--- config.mk ---
export PLATFORM = sky130hd
export DESIGN_NAME = pe_sched
export DESIGN_NICKNAME = d
export VERILOG_FILES = /design/src/rtl/pe_sched.sv
export SDC_FILE = /design/constraint.sdc
export NUM_CORES = 1
export LEC_CHECK = 0
export BUFFER_PORTS_ARGS = -buffer_cell sky130_fd_sc_hd__buf_2
export CAP_MARGIN = 15
export CELL_PAD_IN_SITES_DETAIL_PLACEMENT = 0
export CELL_PAD_IN_SITES_GLOBAL_PLACEMENT = 1
export CORE_MARGIN = 5
export CORE_UTILIZATION = 34
export DETAILED_ROUTE_END_ITERATION = 10
export PLACE_DENSITY = 0.79
export SETUP_SLACK_MARGIN = 0.05
export SLEW_MARGIN = 20
export SYNTH_ARGS = -nofsm -noshare
export SYNTH_HDL_FRONTEND = slang
export SYNTH_SLANG_ARGS = --single-unit
--- constraint.sdc ---
create_clock -name clk -period 2.1 [get_ports clk]
set_clock_uncertainty 0.05 [all_clocks]
set_input_delay 0.42 -clock clk [delete_from_list [all_inputs] [get_ports clk]]
set_output_delay 0.42 -clock clk [all_outputs]
set_load 0.05 [all_outputs]
--- src/rtl/pe_sched.sv ---
// Row scheduler for one attention PE: clear, load Q, stream K/V, wait for output.
// Optional stall counter enabled by defining PE_SCHED_PERF_EN.
module pe_sched #(
  parameter int Q_ROWS  = 64,
  parameter int KV_ROWS = 64,
  parameter int IDX_W   = 6
) (
  input  logic             clk,
  input  logic             rst,
  input  logic             start,
  input  logic [IDX_W:0]   q_len,
  input  logic [IDX_W:0]   kv_len,
  output logic             busy,
  output logic             done,
  output logic             err,
  input  logic             q_src_vld,
  output logic             q_src_rdy,
  input  logic             kv_src_vld,
  output logic             kv_src_rdy,
  output logic [IDX_W-1:0] q_idx,
  output logic [IDX_W-1:0] kv_idx,
  output logic             pe_q_vld,
  input  logic             pe_q_rdy,
  output logic             pe_k_vld,
  output logic             pe_v_vld,
  input  logic             pe_k_rdy,
  input  logic             pe_v_rdy,
  output logic             pe_row_start,
  input  logic             pe_o_vld,
  input  logic             o_sram_rdy,
  output logic             o_wr_en,
  output logic [IDX_W-1:0] o_wr_addr,
  output logic [31:0]      stall_cnt
);
  localparam int LW = IDX_W + 1;

  typedef enum logic [2:0] {
    IDLE, CLEAR, LOAD_Q, STREAM_KV, WAIT_O, DONE
  } state_t;

  state_t           state_q, state_d;
  logic [LW-1:0]    qlen_q, qlen_d;
  logic [LW-1:0]    kvlen_q, kvlen_d;
  logic [IDX_W-1:0] qidx_q, qidx_d;
  logic [IDX_W-1:0] kvidx_q, kvidx_d;
  logic             err_q, err_d;
  logic             done_q;
  logic [LW-1:0]    q_cl, kv_cl;
  logic             o_fire, kv_last, q_last;

  always_comb begin
    q_cl  = (q_len > LW'(Q_ROWS)) ? LW'(Q_ROWS) : q_len;
    kv_cl = (kv_len > LW'(KV_ROWS)) ? LW'(KV_ROWS) : kv_len;
    o_fire  = pe_o_vld & o_sram_rdy;
    kv_last = ({1'b0, kvidx_q} == (kvlen_q - LW'(1)));
    q_last  = ({1'b0, qidx_q} == (qlen_q - LW'(1)));
  end

  always_comb begin
    state_d      = state_q;
    qlen_d       = qlen_q;
    kvlen_d      = kvlen_q;
    qidx_d       = qidx_q;
    kvidx_d      = kvidx_q;
    err_d        = err_q;
    pe_row_start = 1'b0;
    pe_q_vld     = 1'b0;
    q_src_rdy    = 1'b0;
    pe_k_vld     = 1'b0;
    pe_v_vld     = 1'b0;
    kv_src_rdy   = 1'b0;
    o_wr_en      = 1'b0;
    unique case (state_q)
      IDLE: begin
        if (start) begin
          qlen_d  = q_cl;
          kvlen_d = kv_cl;
          qidx_d  = '0;
          err_d   = 1'b0;
          state_d = (q_cl == '0 || kv_cl == '0) ? DONE : CLEAR;
        end
      end
      CLEAR: begin
        pe_row_start = 1'b1;
        kvidx_d      = '0;
        state_d      = LOAD_Q;
      end
      LOAD_Q: begin
        pe_q_vld  = q_src_vld;
        q_src_rdy = pe_q_rdy;
        if (q_src_vld && pe_q_rdy) state_d = STREAM_KV;
      end
      STREAM_KV: begin
        pe_k_vld   = kv_src_vld;
        pe_v_vld   = kv_src_vld;
        kv_src_rdy = pe_k_rdy & pe_v_rdy;
        if (kv_src_vld && pe_k_rdy && pe_v_rdy) begin
          kvidx_d = kvidx_q + 1'b1;
          if (kv_last) state_d = WAIT_O;
        end
      end
      WAIT_O: begin
        if (o_fire) begin
          o_wr_en = 1'b1;
          if (q_last) begin
            state_d = DONE;
          end else begin
            qidx_d  = qidx_q + 1'b1;
            state_d = CLEAR;
          end
        end
      end
      DONE:    state_d = IDLE;
      default: state_d = IDLE;
    endcase
    // A stray output beat is flagged but never written to OSRAM.
    if (o_fire && state_q != WAIT_O) err_d = 1'b1;
  end

  always_ff @(posedge clk) begin
    if (!rst) begin
      state_q <= IDLE;
      qlen_q  <= '0;
      kvlen_q <= '0;
      qidx_q  <= '0;
      kvidx_q <= '0;
      err_q   <= 1'b0;
      done_q  <= 1'b0;
    end else begin
      state_q <= state_d;
      qlen_q  <= qlen_d;
      kvlen_q <= kvlen_d;
      qidx_q  <= qidx_d;
      kvidx_q <= kvidx_d;
      err_q   <= err_d;
      done_q  <= (state_q == DONE);
    end
  end

  assign busy      = (state_q != IDLE) | done_q;
  assign done      = done_q;
  assign err       = err_q;
  assign q_idx     = qidx_q;
  assign kv_idx    = kvidx_q;
  assign o_wr_addr = o_wr_en ? qidx_q : '0;

`ifdef PE_SCHED_PERF_EN
  logic [31:0] stall_q, stall_d;

  always_comb begin
    stall_d = stall_q;
    if (state_q == IDLE && start) begin
      stall_d = '0;
    end else if (state_q == STREAM_KV && kv_src_vld &&
                 !(pe_k_rdy && pe_v_rdy) && stall_q != '1) begin
      stall_d = stall_q + 32'd1;
    end
  end

  always_ff @(posedge clk) begin
    if (!rst) stall_q <= '0;
    else      stall_q <= stall_d;
  end

  assign stall_cnt = stall_q;
`else
  assign stall_cnt = '0;
`endif

endmodule

==> run metrics, run 1 <==
GPL Wtd Cong=0.826; Critical-path top delay cell=dfxtp_1; Fmax=501 MHz; global-route wire length before repair=8330 microns; initial antenna violation count=0; final setup vio count=0; PortBufs=51; run status=finished clean; Final period util=95.1%; overall power=2.00 mW; CTS Hold Bufs=0; root buf cell=clkbuf_8; drt first pass iters=4; Core Rows=28; Synth top area share=30.2%; CTS Buf Count=5; measured slew at the worst slew-check pin=0.505 ns; share of layout cells above drive strength 1=32.1%; Peak VDD IR=403 uV; final WL=5450 microns; worst hold path type=in -> reg; Required @ worst endpoint=1.63 ns; mapped cell area=2060 sq um; GRT Util Overall=13.7%; detailed-route via count=1935; YS warnings=0; vias in the first global route=1810; io pins=84; RSZ-0062 raised after global routing=yes; pwr dens=763 nW/um^2; routed length per instance=13.8 microns; syn avg cell area=8.14 sq um; core area=5920 sq um; clk sinks=31; largest net degree at the start of global routing=15; max cap viols=0; critical path type=reg -> out; Worst setup EP type=output port; most used cell, CP=buf_4; post-route minimum period=2.00 ns; H-Tree Level Count=2; Non-Filler Instances=396; startpoint types=flop; Die ar.=7710 sq um; Synth Instances=253; sequential fraction of the synthesis area=30.2%; grt ovf=0; placed insts=382; critical path arrival=1.53 ns; WP buf/inv=3; maximum root-to-sink buffer count=2; Post-DP Area=2340 sq um; Synth Register Bits=31; Leak Pwr=1.19 nW; post-route ant nets=0; crit-path leading delay family=buffers and inverters; Distinct cells, synth=50; Initial DRC Count=83; # DRC=0; CTS tree=yes; ANT cells=0; vias per cell=4.89; Die Height=87.8 microns; fin area=2620 sq um; Post-DP HPWL=4060 microns; Layout Nets=348; Layout area overhead=27.4%; Initial Utilization=34.8%; die extent in x=87.8 microns; # fillers=619; CTS clk-pin slew, worst paths=0.07 ns; most frequent cell after synthesis=buf_4; fin. max-slew vios=0; crit-path cells=buf_4 -> nor3_1 -> buf_4 -> or2b_1 -> clkbuf_4; Rel. slew slack=66.0%; number of synthesized flops with an enable pin=0; Async SR Flop Fraction=0%; Synth area leaders=dfxtp_1 (30%), buf_4 (12%), xnor2_1 (5.5%), nand2_1 (4.0%), nor2_1 (3.5%); worst skew pair latency=0.28 ns; top cells by count, synth=buf_4 (33), dfxtp_1 (31), nand2_1 (22); Slowest Stage Delay on Critical Path=0.31 ns; Main synth FF type=dfxtp_1; Yosys top cell by area=dfxtp_1; Final Hold Fails=0; crit path max fanout=11
==> what timing repair did <==
item	CTS	global route
gates resized for setup	27	11
pin swaps	7	9
setup buffers	5	1
setup endpoints to repair	17	21
==> layer usage <==
metal	GRT usage (%)	vias up	part of all wire, %
met3	4.14	9	7.2
met4	3.63	0	1.5
met1	17.2	892	45
li1	-	968	-
met2	22.9	66	47
met5	0	-	0
==> state kept, by name, indices dropped and copies added, names as in the netlist <==
name and count:
done 1, err 1, kvlen_q 7, q_idx 6
qlen_q 7, state_q 3, kv_idx 6
==> cell type report <==
type,count,area (sq um),share of cell area [%]
Tap cell,75,93.8,3.58
Clock inverter,2,35.0,1.34
Inverter,8,30.0,1.15
Timing Repair Buffer,69,454,17.3
Multi-Input combinational cell,205,1300,49.6
Sequential cell,31,627,23.9
Clock buffer,6,82.6,3.15
==> through the flow <==
| step | setup WS (ns) | setup TNS (ns) | hold WS, ns | util (%) |
|---|---|---|---|---|
| after global routing | -0.00400 | -0.00400 | 0.307 | 44.3 |
| after CTS | 0.0367 | 0 | 0.305 | 43.7 |
| final | 0.104 | 0 | 0.308 | 44.3 |
| after detailed placement | -0.00673 | -0.00673 | 0.425 | 39.5 |
| after global placement | 0.0671 | 0 | 0.422 | 39.5 |
| after floorplan | -0.586 | -1.20 | 0.399 | - |
==> worst reg2reg max path: stages, from the launching register on <==
cell     delay [ns]
dfxtp_2        0.34
inv_2          0.07
ha_4           0.14
or3b_4         0.40
nor3_4         0.17
xnor2_2        0.16
nand4_1        0.20
nor3_2         0.17
o221a_2        0.20
==> where the power goes <==
group	internal, mW	switching [mW]	total (mW)
registers	0.626	0.0408	0.667
logic	0.240	0.480	0.720
clock network	0.384	0.230	0.614
==> cell usage in the layout (no fill, tap or decap), drive strengths merged, types with 8 or more instances in the layout <==
master / count
buf: 68
conb: 32
dfxtp: 31
nand2: 22
nor2: 21
a21oi: 14
xnor2: 13
nand3: 10
nor3: 9
a22o: 8
==> worst paths after layout <==
kind                   start          to  slack [ns]  cells past startpoint
setup / recovery  state_q[2]        busy        0.10                      5
hold / removal     kv_len[0]  kvlen_q[0]        0.31                      3
setup reg to reg   qlen_q[0]  state_q[2]        0.13                      8
hold reg to reg          err         err        0.45                      2
==> cells by family (layout without fill, tap and decap cells) <==
group                    after synthesis  after routing  synth area share (%)
AO/OA/AOI/OAI                         48             48                  17.2
XOR/XNOR                              19             19                  8.09
adder cells (fa/ha/maj)                4              4                  2.43
buffers and inverters                 48             85                  15.3
flip-flops                            31             31                  30.2
multiplexers                           2              2                 0.973
other                                  1             32                 0.182
AND/OR/NAND/NOR                      100            100                  25.7
No activity file was read; power rests on OpenSTA's default activity.
==> run 2, diff against run 1 <==
--- a/config.mk
+++ b/config.mk
@@ -8,3 +8,2 @@
 export BUFFER_PORTS_ARGS = -buffer_cell sky130_fd_sc_hd__buf_2
-export CAP_MARGIN = 15
 export CELL_PAD_IN_SITES_DETAIL_PLACEMENT = 0
==> constraint.sdc (replaced) <==
create_clock -name clk -period 2.1 [get_ports clk]
set_clock_uncertainty 0.05 [all_clocks]
set_input_delay 0.525 -clock clk [delete_from_list [all_inputs] [get_ports clk]]
set_output_delay 0.525 -clock clk [all_outputs]
set_load 0.05 [all_outputs]
==> run 2 against run 1 <==
  * Worst hold slack improved by 0.096 ns
  * Core utilization rose by 2.1 points
  * Largest cell class unchanged
  * Critical path type is now reg -> reg
  * Fmax fell by 4.8%
==> run metrics, run 2 (same netlist as run 1, synthesis figures left out) <==
run status=finished clean; met3 Use GR=4.42% (+0.28 points); core area=5920 sq um (unchanged); overall power=2.06 mW (+2.8%); # DRC=0 (unchanged); CTS clk-pin slew, worst paths=0.07 ns (about the same); Non-Filler Instances=398 (+0.51%); global route hottest layer=met2; GRT met2 Usage=23.8% (+0.96 points); reg2reg start=qlen_q[1]; worst setup margin=0.00359 ns (-0.100 ns); max cap viols=0 (unchanged); pwr dens=749 nW/um^2 (-1.8%); vias in the first global route=1830 (+1.1%); GRT Util Overall=14.0% (+0.24 points); CTS Hold Bufs=0 (unchanged); Worst setup EP type=flop; WHS=0.404 ns (+0.0960 ns); clk sinks=31 (unchanged); largest registers=kvlen_q (7), qlen_q (7); r2r setup slk=0.004 ns (-0.13 ns); Fmax=477 MHz (-4.8%); Post-DP HPWL=4140 microns (+2.0%); global-route wire length before repair=8490 microns (+1.9%); post-route ant nets=0 (unchanged); leading cell type in the layout, fill and taps excluded=buf_2; detailed-route via count=1992 (+2.9%); initial antenna violation count=0 (unchanged); Layout Nets=350 (+0.57%); maximum root-to-sink buffer count=2 (unchanged); GRT met1 Usage=17.2% (-0.018 points); fin area=2750 sq um (+4.7%); CP startpoint=qlen_q[1]; Worst Hold End=kvlen_q[0]; ANT cells=0 (unchanged); Post-DP Area=2370 sq um (+1.4%); die extent in x=87.8 microns (unchanged); grt ovf=0 (unchanged); most frequent cells in the layout=buf_2 (39), conb_1 (32), dfxtp_1 (27); pre-CTS worst setup slack=-0.00928 ns (-0.00254 ns); H-Tree Level Count=2 (unchanged); critical path type=reg -> reg; io pins=84 (unchanged); Layout area overhead=33.4%; worst skew pair latency=0.29 ns (about the same); Die Height=87.8 microns (unchanged); CTS Buf Count=5 (unchanged); final setup vio count=0 (unchanged); GPL Wtd Cong=0.809 (-2.0%); Worst R2R End=q_idx[4]; startpoint types=flop; R2R cell count=7 (-1); CTS tree=yes; fin. max-slew vios=0 (unchanged); Leak Pwr=1.24 nW (+3.8%); Core Rows=28 (unchanged); root buf cell=clkbuf_8; RSZ-0062 raised after global routing=yes; vias per cell=5.01 (+2.4%); post-route minimum period=2.10 ns (+0.100 ns); placed insts=383 (+0.26%); hold depth=3 (unchanged); final WL=5720 microns (+5.0%); Peak VDD IR=335 uV (-17%); Initial Utilization=34.8% (unchanged); largest net degree at the start of global routing=12 (-3); share of layout cells above drive strength 1=35.6% (+3.5 points); crit path max fanout=7 (-4); # fillers=593 (-4.2%); Hold Path Origin=kv_len[0]; Final Hold Fails=0 (unchanged); worst hold path type=in -> reg; drt first pass iters=4 (unchanged); routed length per instance=14.4 microns (+4.4%); Initial DRC Count=56 (-33%); Die ar.=7710 sq um (unchanged); PortBufs=51 (unchanged); critical path arrival=2.23 ns (+0.70 ns); Final period util=99.8% (+4.8 points); Required @ worst endpoint=2.23 ns (+0.60 ns)
==> run 2: worst max path at each step <==
stage	endpoint	depth (start not counted)
6_report	q_idx[4]	7
5_1_grt	q_idx[3]	7
4_1_cts	o_wr_addr[1]	4
3_5_place_dp	state_q[2]	8
3_3_place_gp	o_wr_addr[2]	4
2_1_floorplan	pe_q_vld	3
==> run 2: metal layers <==
| layer | routed length [microns] | part of all wire, % |
|---|---|---|
| met3 | 393 | 6.9 |
| met4 | 70 | 1.2 |
| met5 | 0 | 0 |
| met2 | 2850 | 50 |
| met1 | 2410 | 42 |
==> run 2: area by class of cell <==
type	count	area, sq um	area share [%]
clock buffer	6	82.6	3.01
clock inverter	2	35.0	1.28
inverter	8	30.0	1.09
multi-input combinational	205	1380	50.4
sequential	31	626	22.8
tap	75	93.8	3.42
timing repair buffer	71	495	18.0
==> run 2: per-stage QoR <==
step / utilization (%) / setup TNS [ns]
after global placement: 40.1 / 0
final: 46.4 / 0
after CTS: 44.5 / -0.107
after detailed placement: 40.1 / -0.00928
after global routing: 46.4 / -0.591
after floorplan: - / -0.0409
==> run 2: what timing repair did <==
item                                    4_1_cts  5_1_grt
gates resized for setup                      33       25
endpoints found under the setup margin       18       20
buffers inserted                              5        2
endpoints found under the hold margin         0        0
pin swaps                                     9       17
==> run 2: worst max-delay path, stage by stage, from the launching register on <==
cell and delay [ns]:
dfxtp_2 0.33, buf_6 0.11, or4_4 0.55, nor2_4 0.19, xnor2_4 0.11, a41oi_4 0.35, nand4_1 0.16, mux2i_1 0.14
==> run 2: power by group <==
group | switching, mW | internal [mW]
sequential | 0.0380 | 0.625
clock | 0.233 | 0.384
combinational | 0.506 | 0.270
